==> src/rtl/pc_fetch_ctrl.sv <==
// Fetch sequencer: owns the PC, issues req/ack instruction fetches, hands words to decode, applies redirects.
// Optional branch statistics counters are built only when BRANCH_STATS_EN is defined.
module pc_fetch_ctrl #(
   parameter logic [31:0] RESET_PC  = 32'h0000_0000,
   parameter logic [31:0] NOP_INSTR = 32'h0000_0013,
   parameter int          CNT_W     = 16
) (
   input  logic             clk,
   input  logic             rst_n,
   output logic             imem_req,
   output logic [31:0]      imem_addr,
   input  logic             imem_ack,
   input  logic [31:0]      imem_rdata,
   output logic             if_valid,
   output logic [31:0]      if_instr,
   output logic [31:0]      if_pc,
   input  logic             id_ready,
   input  logic             stall,
   input  logic             branch,
   input  logic             branch_taken,
   input  logic [31:0]      branch_target,
   input  logic             jump,
   input  logic [31:0]      jump_target,
   output logic             redirect,
   output logic [CNT_W-1:0] br_count,
   output logic [CNT_W-1:0] br_taken_count
);

   typedef enum logic [1:0] {RST, FETCH, HOLD, DRAIN} state_t;

   state_t      state, state_next;
   logic [31:0] pc;
   logic [31:0] drain_addr;
   logic [31:0] instr_q;
   logic [31:0] pc_q;
   logic        valid_q;
   logic        redirect_q;
   logic        redir;
   logic        consume;
   logic [31:0] redir_target;

   assign redir        = (state != RST) && (jump || branch_taken);
   assign redir_target = jump ? {jump_target[31:2], 2'b00} : {branch_target[31:2], 2'b00};
   assign consume      = (state == HOLD) && valid_q && id_ready && !stall;

   // An outstanding request keeps its original address in DRAIN even after the PC moves on.
   assign imem_req  = (state == FETCH) || (state == DRAIN);
   assign imem_addr = (state == DRAIN) ? drain_addr : pc;
   assign if_valid  = valid_q;
   assign if_instr  = valid_q ? instr_q : NOP_INSTR;
   assign if_pc     = pc_q;
   assign redirect  = redirect_q;

   always_ff @(posedge clk or negedge rst_n) begin
      if (!rst_n) state <= RST;
      else        state <= state_next;
   end

   always_comb begin
      state_next = state;
      case (state)
         RST:   state_next = FETCH;
         FETCH: begin
            if (redir)         state_next = imem_ack ? FETCH : DRAIN;
            else if (imem_ack) state_next = HOLD;
         end
         HOLD:  if (redir || consume) state_next = FETCH;
         DRAIN: if (imem_ack) state_next = FETCH;
         default: state_next = RST;
      endcase
   end

   always_ff @(posedge clk or negedge rst_n) begin
      if (!rst_n) begin
         pc         <= RESET_PC;
         drain_addr <= RESET_PC;
         instr_q    <= NOP_INSTR;
         pc_q       <= RESET_PC;
         valid_q    <= 1'b0;
         redirect_q <= 1'b0;
      end else begin
         redirect_q <= redir;
         if (redir) begin
            pc      <= redir_target;
            valid_q <= 1'b0;
         end
         case (state)
            FETCH: begin
               if (!redir && imem_ack) begin
                  instr_q <= imem_rdata;
                  pc_q    <= pc;
                  valid_q <= 1'b1;
                  pc      <= pc + 32'd4;
               end else if (redir && !imem_ack) begin
                  drain_addr <= pc;
               end
            end
            HOLD: if (!redir && consume) valid_q <= 1'b0;
            default: ;
         endcase
      end
   end

`ifdef BRANCH_STATS_EN
   // Saturating counters: they stop at all-ones rather than wrapping.
   always_ff @(posedge clk or negedge rst_n) begin
      if (!rst_n) begin
         br_count       <= '0;
         br_taken_count <= '0;
      end else begin
         if (branch && (br_count != '1))
            br_count <= br_count + CNT_W'(1);
         if (branch && branch_taken && (br_taken_count != '1))
            br_taken_count <= br_taken_count + CNT_W'(1);
      end
   end
`else
   logic unused_branch;
   assign unused_branch  = branch;
   assign br_count       = '0;
   assign br_taken_count = '0;
`endif

endmodule

==> config.mk <==
export PLATFORM = sky130hd
export DESIGN_NAME = pc_fetch_ctrl
export DESIGN_NICKNAME = d
export VERILOG_FILES = /design/src/rtl/pc_fetch_ctrl.sv
export SDC_FILE = /design/constraint.sdc
export NUM_CORES = 1
export LEC_CHECK = 0
export ABC_CLOCK_PERIOD_IN_PS = 3400
export BUFFER_PORTS_ARGS = -buffer_cell sky130_fd_sc_hd__buf_2
export CORE_UTILIZATION = 55
export DETAILED_ROUTE_END_ITERATION = 12
export PLACE_DENSITY = 0.94
export SLEW_MARGIN = 20
export SYNTH_ARGS = -nofsm -noshare
export SYNTH_HDL_FRONTEND = slang
export SYNTH_SLANG_ARGS = --single-unit
==> constraint.sdc <==
create_clock -name clk -period 3.4 [get_ports clk]
set_input_delay 0.34 -clock clk [delete_from_list [all_inputs] [get_ports clk]]
set_output_delay 0.34 -clock clk [all_outputs]
set_load 0.01 [all_outputs]
==> implementation parameters, run 1 <==
Parameter                              Value

Drt
  Number of detailed-routing iterations run before antenna repair ... 4
  Mean routed wirelength per cell ... 17.1 um
  DRC violations left ... 0
  Via/cell ratio ... 5.50
  Post-route ant nets ... 0
  Vias after detailed routing ... approximately 5.3k
  Starting DRC count in detailed routing ... 272
  Overall routed net length ... 16400 um

Timing
  Sum of negative setup slack ... 0 ns
  Worst hold slack ... -0.0149 ns
  Part of the cycle the worst path needs ... 0.837
  Max_slew headroom ... 0.366
  Setup Viol. Count Final ... 0
  Slew at the pin with the worst max-slew slack ... about 0.95 ns
  Fmax ... roughly 0.35 GHz
  Worst Clk Skew ... between 0.008 and 0.009 ns
  Final-report max-slew violation count ... 0
  Setup slack of the critical path after layout ... 0.554 ns
  Number of hold-slack violations in the final timing report ... 4
  RSZ-0062 raised after global routing ... false
  Period minus WS final ... 2.85 ns

Clock network
  Buffer type at the clock tree root ... clkbuf_16
  Cts hold-fix bufs ... 0
  Post-CTS clock slew at the launch and capture registers of the worst setup and hold paths ... around 0.05 ns
  TritonCTS clock tree ... yes
  Buffers from clock root to sink, at most ... 2
  TritonCTS Sinks ... 132
  Number of CTS-inserted buffers ... 17
  Postcts setup bufs ... 0
  Total of cells resized after clock tree synthesis ... 0
  Maximum level of the CTS H-tree ... 4
  Worst skew pair latency ... 0.42 ns

Hold path
  Type of the tightest min-delay check ... in2async

Die
  Vert. Die Dim ... 114 um
  Die Area ... between 10000 and 15000 um2
  Starting Density ... 0.568
  Cell Rows ... 40
  Die span in x ... 114 um
  Std-Cell Core Area ... 12100 um2
  Top Ports ... 235

Yosys
  Total of flip-flops plus latches after synthesis ... 132
  Yosys warning total ... 0
  Number of distinct standard cells referenced by the synthesized netlist ... 53
  Cell Area, Synth ... around 7000 um2
  Synth async-reset ratio ... 1.00
  Number of enable-type register cells in the synthesized netlist ... 0
  Part of the Yosys area used for sequential elements ... 0.483
  Average cell area after synthesis ... about 12 um2
  Flip-flop cell with the highest count after synthesis ... dfrtp_1
  Number of instances in the synthesized netlist ... 592

Power and ir drop
  Internal power contribution ... 4740 uW
  Share of power burned in the clock network ... 0.248
  Static Leakage ... 0.00389 uW
  Power consumption ... around 7200 uW
  Worst IR Drop VDD ... 576 uV
  Net switching power ... 2440 uW
  Comb pwr share ... 0.363
  Sequential power share ... 0.389
  Switching Share ... 0.340
  Pwr Density ... 849 nW/um2

Flow run
  Max-cap violations ... 0

Cells and area
  Synthesis-to-layout area growth ... 23.4%
  Most common library cell in the layout ignoring fill and taps ... buf_2
  Commonest cells after routing, fill and taps aside ... buf_2, dfrtp_1, mux2_2
  Fin nets ... 886
  Final core utilization ... 0.700
  Share of post-route cells with drive strength above 1 ... 0.476
  Total inserted antenna cells ... 0
  Number of fill cells ... 890
  Final Instance Count excl. Fillers ... 958

GRT
  Vias in the first global route ... 5168
  Number of antenna violations at the first check in global routing ... 0
  Global-route wire length before repair ... about 26000 um
  GR Overflow Total ... 0
  Pin count of the biggest net entering global routing ... 92
  Total global routing track utilization ... 0.263

Setup path
  Type of element launching the critical path ... register
  CP Capture Type ... register
  Critical Path AT ... 3.14 ns
  Type of the setup path with the least slack ... reg2reg
  Maximum fanout encountered on the critical timing path ... 64
  Data required time of the critical path ... 3.70 ns

Placed design
  GPL Wtd Cong ... between 0.8 and 0.9
  Post-placement cell count ... 926
  DP HPWL ... ~11000 um
  Placement Setup Slack ... 0.480 ns
  Count of port buffers added during placement ... 197

Outcome
  Run status ... finished, violations left
  Violated checks ... hold timing
==> sequential cells by signal, summed over array words and instances (netlist names) <==
signal and count:
drain_addr 32, if_pc 32, if_valid 1, instr_q 32, pc 32, redirect 1
state 2
==> logic make-up (layout without fill, tap and decap cells) <==
| logic type | after synthesis | in the layout | synth area share |
|---|---|---|---|
| flops | 132 | 132 | 0.483 |
| xor+xnor | 9 | 9 | 0.0115 |
| fa+ha+maj | 5 | 5 | 0.00914 |
| simple gates | 150 | 150 | 0.133 |
| buf+inv | 76 | 243 | 0.0623 |
| compound gates | 85 | 85 | 0.0824 |
| other cells | 1 | 32 | 0.000548 |
| mux | 134 | 134 | 0.218 |
==> layout make-up <==
type                       count  area, um2  area share
sequential                   132       3310       0.391
multi-input combinational    415       3250       0.385
timing repair buffer         205       1080       0.128
clock buffer                  22        474      0.0561
tap                          168        210      0.0249
clock inverter                10        105      0.0124
inverter                       6       22.5     0.00267
==> synthesized netlist by cell type (2+ instances only) <==
cell / count / area [um2]
and3_1: 6 / 37.5
xor2_1: 2 / 17.5
buf_2: 11 / 55.1
or3_2: 3 / 22.5
dfstp_2: 3 / 78.8
a21oi_1: 10 / 50.1
o21ai_0: 17 / 85.1
nand4_1: 7 / 43.8
xnor2_1: 7 / 61.3
nand2_1: 26 / 97.6
nor2_1: 9 / 33.8
or3_1: 4 / 25.0
a31oi_1: 14 / 87.6
o31ai_1: 3 / 22.5
ha_1: 5 / 62.6
o211ai_1: 11 / 82.6
buf_1: 5 / 18.8
buf_4: 32 / 240
mux2i_1: 11 / 110
mux2_2: 123 / 1390
clkbuf_1: 21 / 78.8
and2_1: 35 / 219
nand3b_1: 4 / 30.0
or4_1: 10 / 75.1
and4_1: 4 / 35.0
nor2b_1: 19 / 119
nor4_1: 5 / 31.3
a211oi_1: 19 / 143
nand2b_1: 3 / 18.8
dfrtp_1: 129 / 3230
inv_1: 6 / 22.5
nor3_1: 2 / 10.0
nand3_1: 6 / 30.0
==> per-layer routing <==
metal	up-vias	track usage	wire [um]
met3	39	0.0600	702
li1	2457	-	-
met2	188	0.468	8500
met5	-	0	0
met4	0	0.118	433
met1	2584	0.303	6780
==> metrics by stage <==
| step | instance area (um2) | hold WS, ns |
|---|---|---|
| after CTS | 8450 | 0.0338 |
| after floorplan | 6960 | 0.0444 |
| after global placement | 7870 | 0.463 |
| after global routing | 8450 | 0.0646 |
| final | 8450 | -0.0149 |
| after detailed placement | 7870 | 0.472 |
==> power groups by stage <==
stage	clock [uW]	sequential [uW]	combinational, uW
4_1_cts	1800	2790	2630
2_1_floorplan	0	2710	1730
6_report	1780	2790	2600
5_1_grt	1880	2890	2810
3_3_place_gp	0	2750	2520
3_5_place_dp	0	2800	2600
==> final timing paths <==
path / cells after the start / slack (ns) / from / endpoint
setup / recovery: 7 / 0.55 / state[1]$_DFFE_PN0P_ / if_pc[14]$_DFFE_PN0P_
hold / removal: 1 / -0.01 / rst_n / instr_q[24]$_DFFE_PN0P_
setup reg to reg: 7 / 0.55 / state[1]$_DFFE_PN0P_ / if_pc[14]$_DFFE_PN0P_
hold reg to reg: 2 / 0.48 / drain_addr[9]$_DFFE_PN0P_ / drain_addr[9]$_DFFE_PN0P_
max in group asynchronous: 2 / 2.65 / rst_n / drain_addr[23]$_DFFE_PN0P_
min in group clk: 2 / 0.14 / imem_rdata[11] / instr_q[11]$_DFFE_PN0P_
==> worst max-delay path, stage by stage (launching register included) <==
cell	delay (ns)
dfrtp_1	0.42
inv_1	0.12
ha_1	0.19
o21bai_4	0.41
inv_1	0.54
nor2_4	0.25
buf_12	0.30
mux2_2	0.39
Note: power is estimated with default switching activity, not from simulation.
==> run 2, diff against run 1 <==
--- a/config.mk
+++ b/config.mk
@@ -5,11 +5,12 @@
 export SDC_FILE = /design/constraint.sdc
 export NUM_CORES = 1
 export LEC_CHECK = 0
-export ABC_CLOCK_PERIOD_IN_PS = 3400
+export ABC_AREA = 1
+export ABC_CLOCK_PERIOD_IN_PS = 2900
 export BUFFER_PORTS_ARGS = -buffer_cell sky130_fd_sc_hd__buf_2
-export CORE_UTILIZATION = 55
+export CORE_UTILIZATION = 51
 export DETAILED_ROUTE_END_ITERATION = 12
-export PLACE_DENSITY = 0.94
+export PLACE_DENSITY = 0.87
 export SLEW_MARGIN = 20
 export SYNTH_ARGS = -nofsm -noshare
 export SYNTH_HDL_FRONTEND = slang
==> constraint.sdc (replaced) <==
create_clock -name clk -period 2.9 [get_ports clk]
set_input_delay 0.29 -clock clk [delete_from_list [all_inputs] [get_ports clk]]
set_output_delay 0.29 -clock clk [all_outputs]
set_load 0.01 [all_outputs]
==> run 2 against run 1 <==
The flow still finishes with violations (hold timing). Sequential cell count did not move. Clock power is 26% higher. Non-clock buffer count is 1 higher. Combinational power up 37%. Highest routed layer unchanged. Largest cell class unchanged. Area after synthesis grew 4.9%.
==> implementation parameters, run 2 <==
Parameter                              Value

Die
  Die span in x ... 121 um
  Vert. Die Dim ... 121 um
  Starting Density ... 0.532
  Std-Cell Core Area ... 13500 um2
  Die Area ... 14600 um2
  Cell Rows ... 42
  Top Ports ... 235

Clock network
  Cts hold-fix bufs ... 0
  Number of CTS-inserted buffers ... 17
  Buffer type at the clock tree root ... clkbuf_16
  Postcts setup bufs ... 0
  TritonCTS clock tree ... yes
  Worst skew pair latency ... 0.41 ns
  Maximum level of the CTS H-tree ... 4
  Total of cells resized after clock tree synthesis ... 0
  TritonCTS Sinks ... 132
  Post-CTS clock slew at the launch and capture registers of the worst setup and hold paths ... 0.06 ns
  Buffers from clock root to sink, at most ... 2

Timing
  Fmax ... 0.441 GHz
  Slew at the pin with the worst max-slew slack ... 0.971 ns
  Part of the cycle the worst path needs ... 0.782
  Number of hold-slack violations in the final timing report ... 12
  Worst Clk Skew ... 0.0103 ns
  Sum of negative setup slack ... 0 ns
  Setup slack of the critical path after layout ... 0.632 ns
  Max_slew headroom ... 0.353
  RSZ-0062 raised after global routing ... false
  Setup Viol. Count Final ... 0
  Worst hold slack ... -0.0525 ns
  Final-report max-slew violation count ... 0
  Period minus WS final ... 2.27 ns

Drt
  Post-route ant nets ... 0
  Mean routed wirelength per cell ... 13.5 um
  DRC violations left ... 0
  Number of detailed-routing iterations run before antenna repair ... 8
  Vias after detailed routing ... around 6.9k
  Overall routed net length ... 18200 um
  Starting DRC count in detailed routing ... 581
  Via/cell ratio ... 5.07

GRT
  GR Overflow Total ... 0
  Number of antenna violations at the first check in global routing ... 0
  Total global routing track utilization ... 0.263
  Vias in the first global route ... about 6.4k
  Global-route wire length before repair ... around 30000 um
  Pin count of the biggest net entering global routing ... 139

Yosys
  Flip-flop cell with the highest count after synthesis ... dfrtp_1
  Average cell area after synthesis ... 7.24 um2
  Synth async-reset ratio ... 1.00
  Largest area contributor in the netlist ... dfrtp_1
  Dominant cells by area after synthesis ... dfrtp_1, nand2_1, o21ai_0, inv_1, buf_4
  Total of flip-flops plus latches after synthesis ... 132
  Most used standard cells in the synthesized netlist ... nand2_1, o21ai_0, dfrtp_1, inv_1, nand3_1
  Fraction of post-synthesis cell area in the top cell type by area ... 0.449
  Number of instances in the synthesized netlist ... about 1000
  Number of enable-type register cells in the synthesized netlist ... 0
  Number of distinct standard cells referenced by the synthesized netlist ... 33
  Cell Area, Synth ... 7180 um2
  Most numerous cell in the Yosys netlist ... nand2_1
  Yosys warning total ... 0
  Part of the Yosys area used for sequential elements ... 0.460

Placed design
  GPL Wtd Cong ... 0.923
  Placement Setup Slack ... ~0.64 ns
  Post-placement cell count ... 1322
  DP HPWL ... between 10000 and 15000 um
  Count of port buffers added during placement ... 197

Hold path
  Type of the tightest min-delay check ... in2async

Power and ir drop
  Pwr Density ... 1030 nW/um2
  Share of power burned in the clock network ... 0.248
  Worst IR Drop VDD ... 549 uV
  Comb pwr share ... 0.394
  Switching Share ... 0.406
  Internal power contribution ... 5350 uW
  Static Leakage ... 0.00488 uW
  Net switching power ... 3650 uW
  Sequential power share ... 0.358

Cells and area
  Final Instance Count excl. Fillers ... 1354
  Synthesis-to-layout area growth ... 21.9%
  Share of post-route cells with drive strength above 1 ... 0.211
  Fin nets ... 1274
  Commonest cells after routing, fill and taps aside ... nand2_1, buf_2, o21ai_0
  Total inserted antenna cells ... 0
  Most common library cell in the layout ignoring fill and taps ... nand2_1

Setup path
  Data required time of the critical path ... 3.25 ns
  Type of element launching the critical path ... register
  CP Capture Type ... register
  Maximum fanout encountered on the critical timing path ... 37
  Critical Path AT ... 2.62 ns
  Type of the setup path with the least slack ... reg2reg

Outcome
  Run status ... finished, violations left
  Violated checks ... hold timing

Flow run
  Max-cap violations ... 0
run 2: power groups by stage:
stage	Clock, uW	Sequential (uW)	Combinational (uW)
2_1_floorplan	0	3210	2260
3_3_place_gp	0	3180	3410
3_5_place_dp	0	3210	3510
4_1_cts	2250	3210	3550
5_1_grt	2350	3320	4020
6_report	2240	3220	3550
run 2: area by class of cell:
| cell class | instances | area, um2 |
|---|---|---|
| clock buffer | 21 | 470 |
| clock inverter | 11 | 148 |
| fill | 1162 | 4750 |
| inverter | 113 | 424 |
| multi-input combinational | 695 | 3100 |
| sequential | 132 | 3310 |
| tap | 176 | 220 |
| timing repair buffer | 206 | 1080 |
run 2: per-layer routing:
layer	global-route usage	wire length, um	vias to the layer above
li1	-	-	3386
met1	0.351	8110	3177
met2	0.415	8510	277
met3	0.0604	1310	26
met4	0.103	311	0
met5	0	0	-
run 2: logic make-up after synthesis:
kind of cell,share of synthesized area
adder cells (fa/ha/maj),0.00871
other,0.000522
XOR/XNOR,0.00732
flip-flops,0.460
AND/OR/NAND/NOR,0.263
buffers and inverters,0.126
AO/OA/AOI/OAI,0.131
multiplexers,0.00279
run 2: metrics by stage:
| stage | power, uW | utilization | area [um2] |
|---|---|---|---|
| finish | 9000 | 0.648 | 8750 |
| global route | 9690 | 0.648 | 8750 |
| CTS | 9010 | 0.648 | 8750 |
| detailed placement | 6720 | 0.602 | 8140 |
| global placement | 6590 | 0.602 | 8140 |
| floorplan | 5480 | - | 7300 |
run 2: final timing paths:
kind | start | endpoint | slack, ns | cells past startpoint
max in group asynchronous | rst_n | if_pc[2]$_DFFE_PN0P_ | 2.04 | 2
setup / recovery | state[0]$_DFFE_PN0P_ | instr_q[14]$_DFFE_PN0P_ | 0.63 | 8
setup reg to reg | state[0]$_DFFE_PN0P_ | instr_q[14]$_DFFE_PN0P_ | 0.63 | 8
min in group clk | imem_rdata[3] | instr_q[3]$_DFFE_PN0P_ | 0.07 | 3
hold / removal | rst_n | instr_q[24]$_DFFE_PN0P_ | -0.05 | 1
hold reg to reg | if_pc[16]$_DFFE_PN0P_ | if_pc[16]$_DFFE_PN0P_ | 0.48 | 2
run 2: worst max-delay path, cell delays in order (launching register included):
cell and delay (ns):
dfrtp_1 0.41, inv_1 0.10, ha_1 0.22, o21bai_4 0.31, nand3_4 0.17, inv_2 0.37, buf_4 0.42, nand2_1 0.11
nand2_1 0.08
==> run 3, diff against run 2 <==
--- a/config.mk
+++ b/config.mk
@@ -5,12 +5,12 @@
 export SDC_FILE = /design/constraint.sdc
 export NUM_CORES = 1
 export LEC_CHECK = 0
-export ABC_AREA = 1
-export ABC_CLOCK_PERIOD_IN_PS = 2900
+export ABC_AREA = 0
+export ABC_CLOCK_PERIOD_IN_PS = 1800
 export BUFFER_PORTS_ARGS = -buffer_cell sky130_fd_sc_hd__buf_2
-export CORE_UTILIZATION = 51
+export CORE_UTILIZATION = 46
 export DETAILED_ROUTE_END_ITERATION = 12
-export PLACE_DENSITY = 0.87
+export PLACE_DENSITY = 0.84
 export SLEW_MARGIN = 20
 export SYNTH_ARGS = -nofsm -noshare
 export SYNTH_HDL_FRONTEND = slang
==> constraint.sdc (replaced) <==
create_clock -name clk -period 1.8 [get_ports clk]
set_input_delay 0.18 -clock clk [delete_from_list [all_inputs] [get_ports clk]]
set_output_delay 0.18 -clock clk [all_outputs]
set_load 0.01 [all_outputs]
==> run 3 against run 2 <==
The run ends with setup timing left. Register-to-register slack got worse by 0.89 ns. Highest routed layer unchanged. Maximum frequency is 10% higher. Critical endpoint is now pc[18]$_DFF_PN0_. Clock power increased by 54%. Sequential share of layout area shrank 5.4 points. Count of clock-buffer cells in the layout is 7 higher.
==> implementation parameters, run 3 (same netlist as run 1, synthesis figures left out) <==
Parameter                              Value

Drt
  Overall routed net length ... 20900 um
  Starting DRC count in detailed routing ... about 350
  Mean routed wirelength per cell ... ~19 um
  DRC violations left ... 0
  Vias after detailed routing ... 5881
  Post-route ant nets ... 0
  Number of detailed-routing iterations run before antenna repair ... 4
  Via/cell ratio ... 5.41

Timing
  RSZ-0062 raised after global routing ... true
  Final-report max-slew violation count ... 0
  Setup slack of the critical path after layout ... -0.254 ns
  Sum of negative setup slack ... -20.52 ns
  Worst Clk Skew ... 0.00780 ns
  Period minus WS final ... 2.05 ns
  Part of the cycle the worst path needs ... 1.14
  Number of hold-slack violations in the final timing report ... 0
  Setup Viol. Count Final ... 148
  Fmax ... 0.487 GHz

Setup path
  Type of the setup path with the least slack ... reg2reg
  Cell family with most CP delay ... simple AND/OR/NAND/NOR gates
  Buffering stage count on the worst path with inverters included ... 2
  Slowest cell delay on critical path ... about 0.50 ns
  CP Capture Type ... register
  Cells along the critical path ... inv_2 > ha_4 > nand4_4 > or4_4 > buf_6 > or3_4 > a31oi_1
  Launching instance or port of the critical path ... state[1]$_DFFE_PN0P_
  Maximum fanout encountered on the critical timing path ... 6
  Data required time of the critical path ... around 2.1 ns
  Type of element launching the critical path ... register
  Reg-to-Reg Start ... state[1]$_DFFE_PN0P_
  Critical Path AT ... 2.39 ns
  Crit path max-delay cell type ... or4_4

Clock network
  Worst skew pair latency ... between 0.4 and 0.5 ns
  Maximum level of the CTS H-tree ... 4
  Buffers from clock root to sink, at most ... 2
  Buffer type at the clock tree root ... clkbuf_16
  TritonCTS clock tree ... yes
  Post-CTS clock slew at the launch and capture registers of the worst setup and hold paths ... approximately 0.06 ns
  Number of CTS-inserted buffers ... 17
  TritonCTS Sinks ... 132

Power and ir drop
  Static Leakage ... approximately 0.0048 uW
  Worst IR Drop VDD ... 827 uV
  Internal power contribution ... 10700 uW
  Comb pwr share ... 0.463
  Net switching power ... around 5400 uW
  Power consumption ... ~16000 uW
  Pwr Density ... 1570 nW/um2
  Switching Share ... 0.333
  Sequential power share ... 0.323
  Share of power burned in the clock network ... 0.215

Flow run
  Max-cap violations ... 0

GRT
  GR Util met3 ... 0.0472
  GR Overflow Total ... 0
  GRT met1 Usage ... 0.302
  Global-route wire length before repair ... 28500 um
  Vias in the first global route ... around 5.6k
  Busiest metal layer after global routing ... met2
  Pin count of the biggest net entering global routing ... between 40 and 50
  Met2 Track Usage GR ... 0.416
  Number of antenna violations at the first check in global routing ... 0
  Total global routing track utilization ... 0.248

Cells and area
  Number of fill cells ... between 1k and 1.5k
  Area used by multi-input combinational logic ... between 3000 and 4000 um2
  Most common library cell in the layout ignoring fill and taps ... buf_2
  Sequential cell area ... 3310 um2
  Commonest cells after routing, fill and taps aside ... buf_2, dfrtp_1, mux2_4
  Synthesis-to-layout area growth ... 49.3%
  Final core utilization ... 0.703
  Total inserted antenna cells ... 0
  Fin nets ... 999
  Share of post-route cells with drive strength above 1 ... 0.522

Outcome
  Run status ... finished, violations left
  Violated checks ... setup timing

Die
  Die span in x ... 124 um
  Vert. Die Dim ... 124 um
  Top Ports ... 235
  Std-Cell Core Area ... ~15000 um2
  Starting Density ... 0.471
  Cell Rows ... 44
  Die Area ... 15400 um2

Placed design
  Placement Setup Slack ... -0.216 ns
  DP HPWL ... 12100 um
  Count of port buffers added during placement ... roughly 200
  GPL Wtd Cong ... 0.848

Hold path
  Type of the tightest min-delay check ... in2reg
  Min-Delay Startpoint ... imem_rdata[16]
-- run 3: worst paths after layout --
path,end,slack [ns],cells after the start
min in group asynchronous,instr_q[15]$_DFFE_PN0P_,0.22,2
hold / removal,instr_q[16]$_DFFE_PN0P_,0.01,2
hold reg to reg,drain_addr[9]$_DFFE_PN0P_,0.48,2
setup reg to reg,pc[18]$_DFF_PN0_,-0.25,7
setup / recovery,pc[18]$_DFF_PN0_,-0.25,7
max in group asynchronous,instr_q[0]$_DFFE_PN1P_,0.93,3
-- run 3: worst reg2reg max path, cell delays in order, from the launching register on --
cell     delay, ns
dfrtp_1       0.40
inv_2         0.10
ha_4          0.17
nand4_4       0.09
or4_4         0.50
buf_6         0.16
or3_4         0.37
a31oi_1       0.17
-- run 3: per-layer routing --
layer  up-vias  part of all wire
met5         -                 0
met4         0             0.031
met3        46             0.044
met2       231              0.50
met1      2924              0.42
li1       2680                 -
-- run 3: power groups by stage --
stage	Sequential, uW	Combinational [uW]	Clock (uW)
finish	5180	7430	3450
global route	5350	7920	3630
CTS	5070	6270	3470
detailed placement	5110	5670	0
global placement	5010	5510	0
floorplan	5120	3360	0
-- run 3: repair_timing --
| item | 4_1_cts | 5_1_grt |
|---|---|---|
| setup endpoints to repair | 143 | 166 |
| pin swaps | 5 | 6 |
| hold buffers | 30 | 0 |
| gates resized for setup | 23 | 105 |
| cloned | 6 | 10 |
| endpoints found under the hold margin | 97 | 0 |
| setup buffers | 15 | 13 |
-- run 3: through the flow --
step / hold slack [ns] / instance area, um2 / instances
after global placement: 0.0912 / 8290 / 983
after detailed placement: 0.0910 / 8290 / 983
final: 0.0108 / 10200 / 1087
after floorplan: -0.116 / 7050 / 623
after CTS: 0.0000836 / 9550 / 1066
after global routing: 0.000897 / 10200 / 1087
-- run 3: cell type report --
cell class	instances	area share
Sequential cell	132	0.324
Clock buffer	28	0.0506
Clock inverter	4	0.00686
Inverter	6	0.00245
Timing Repair Buffer	318	0.242
Multi-Input combinational cell	415	0.352
Tap cell	184	0.0225
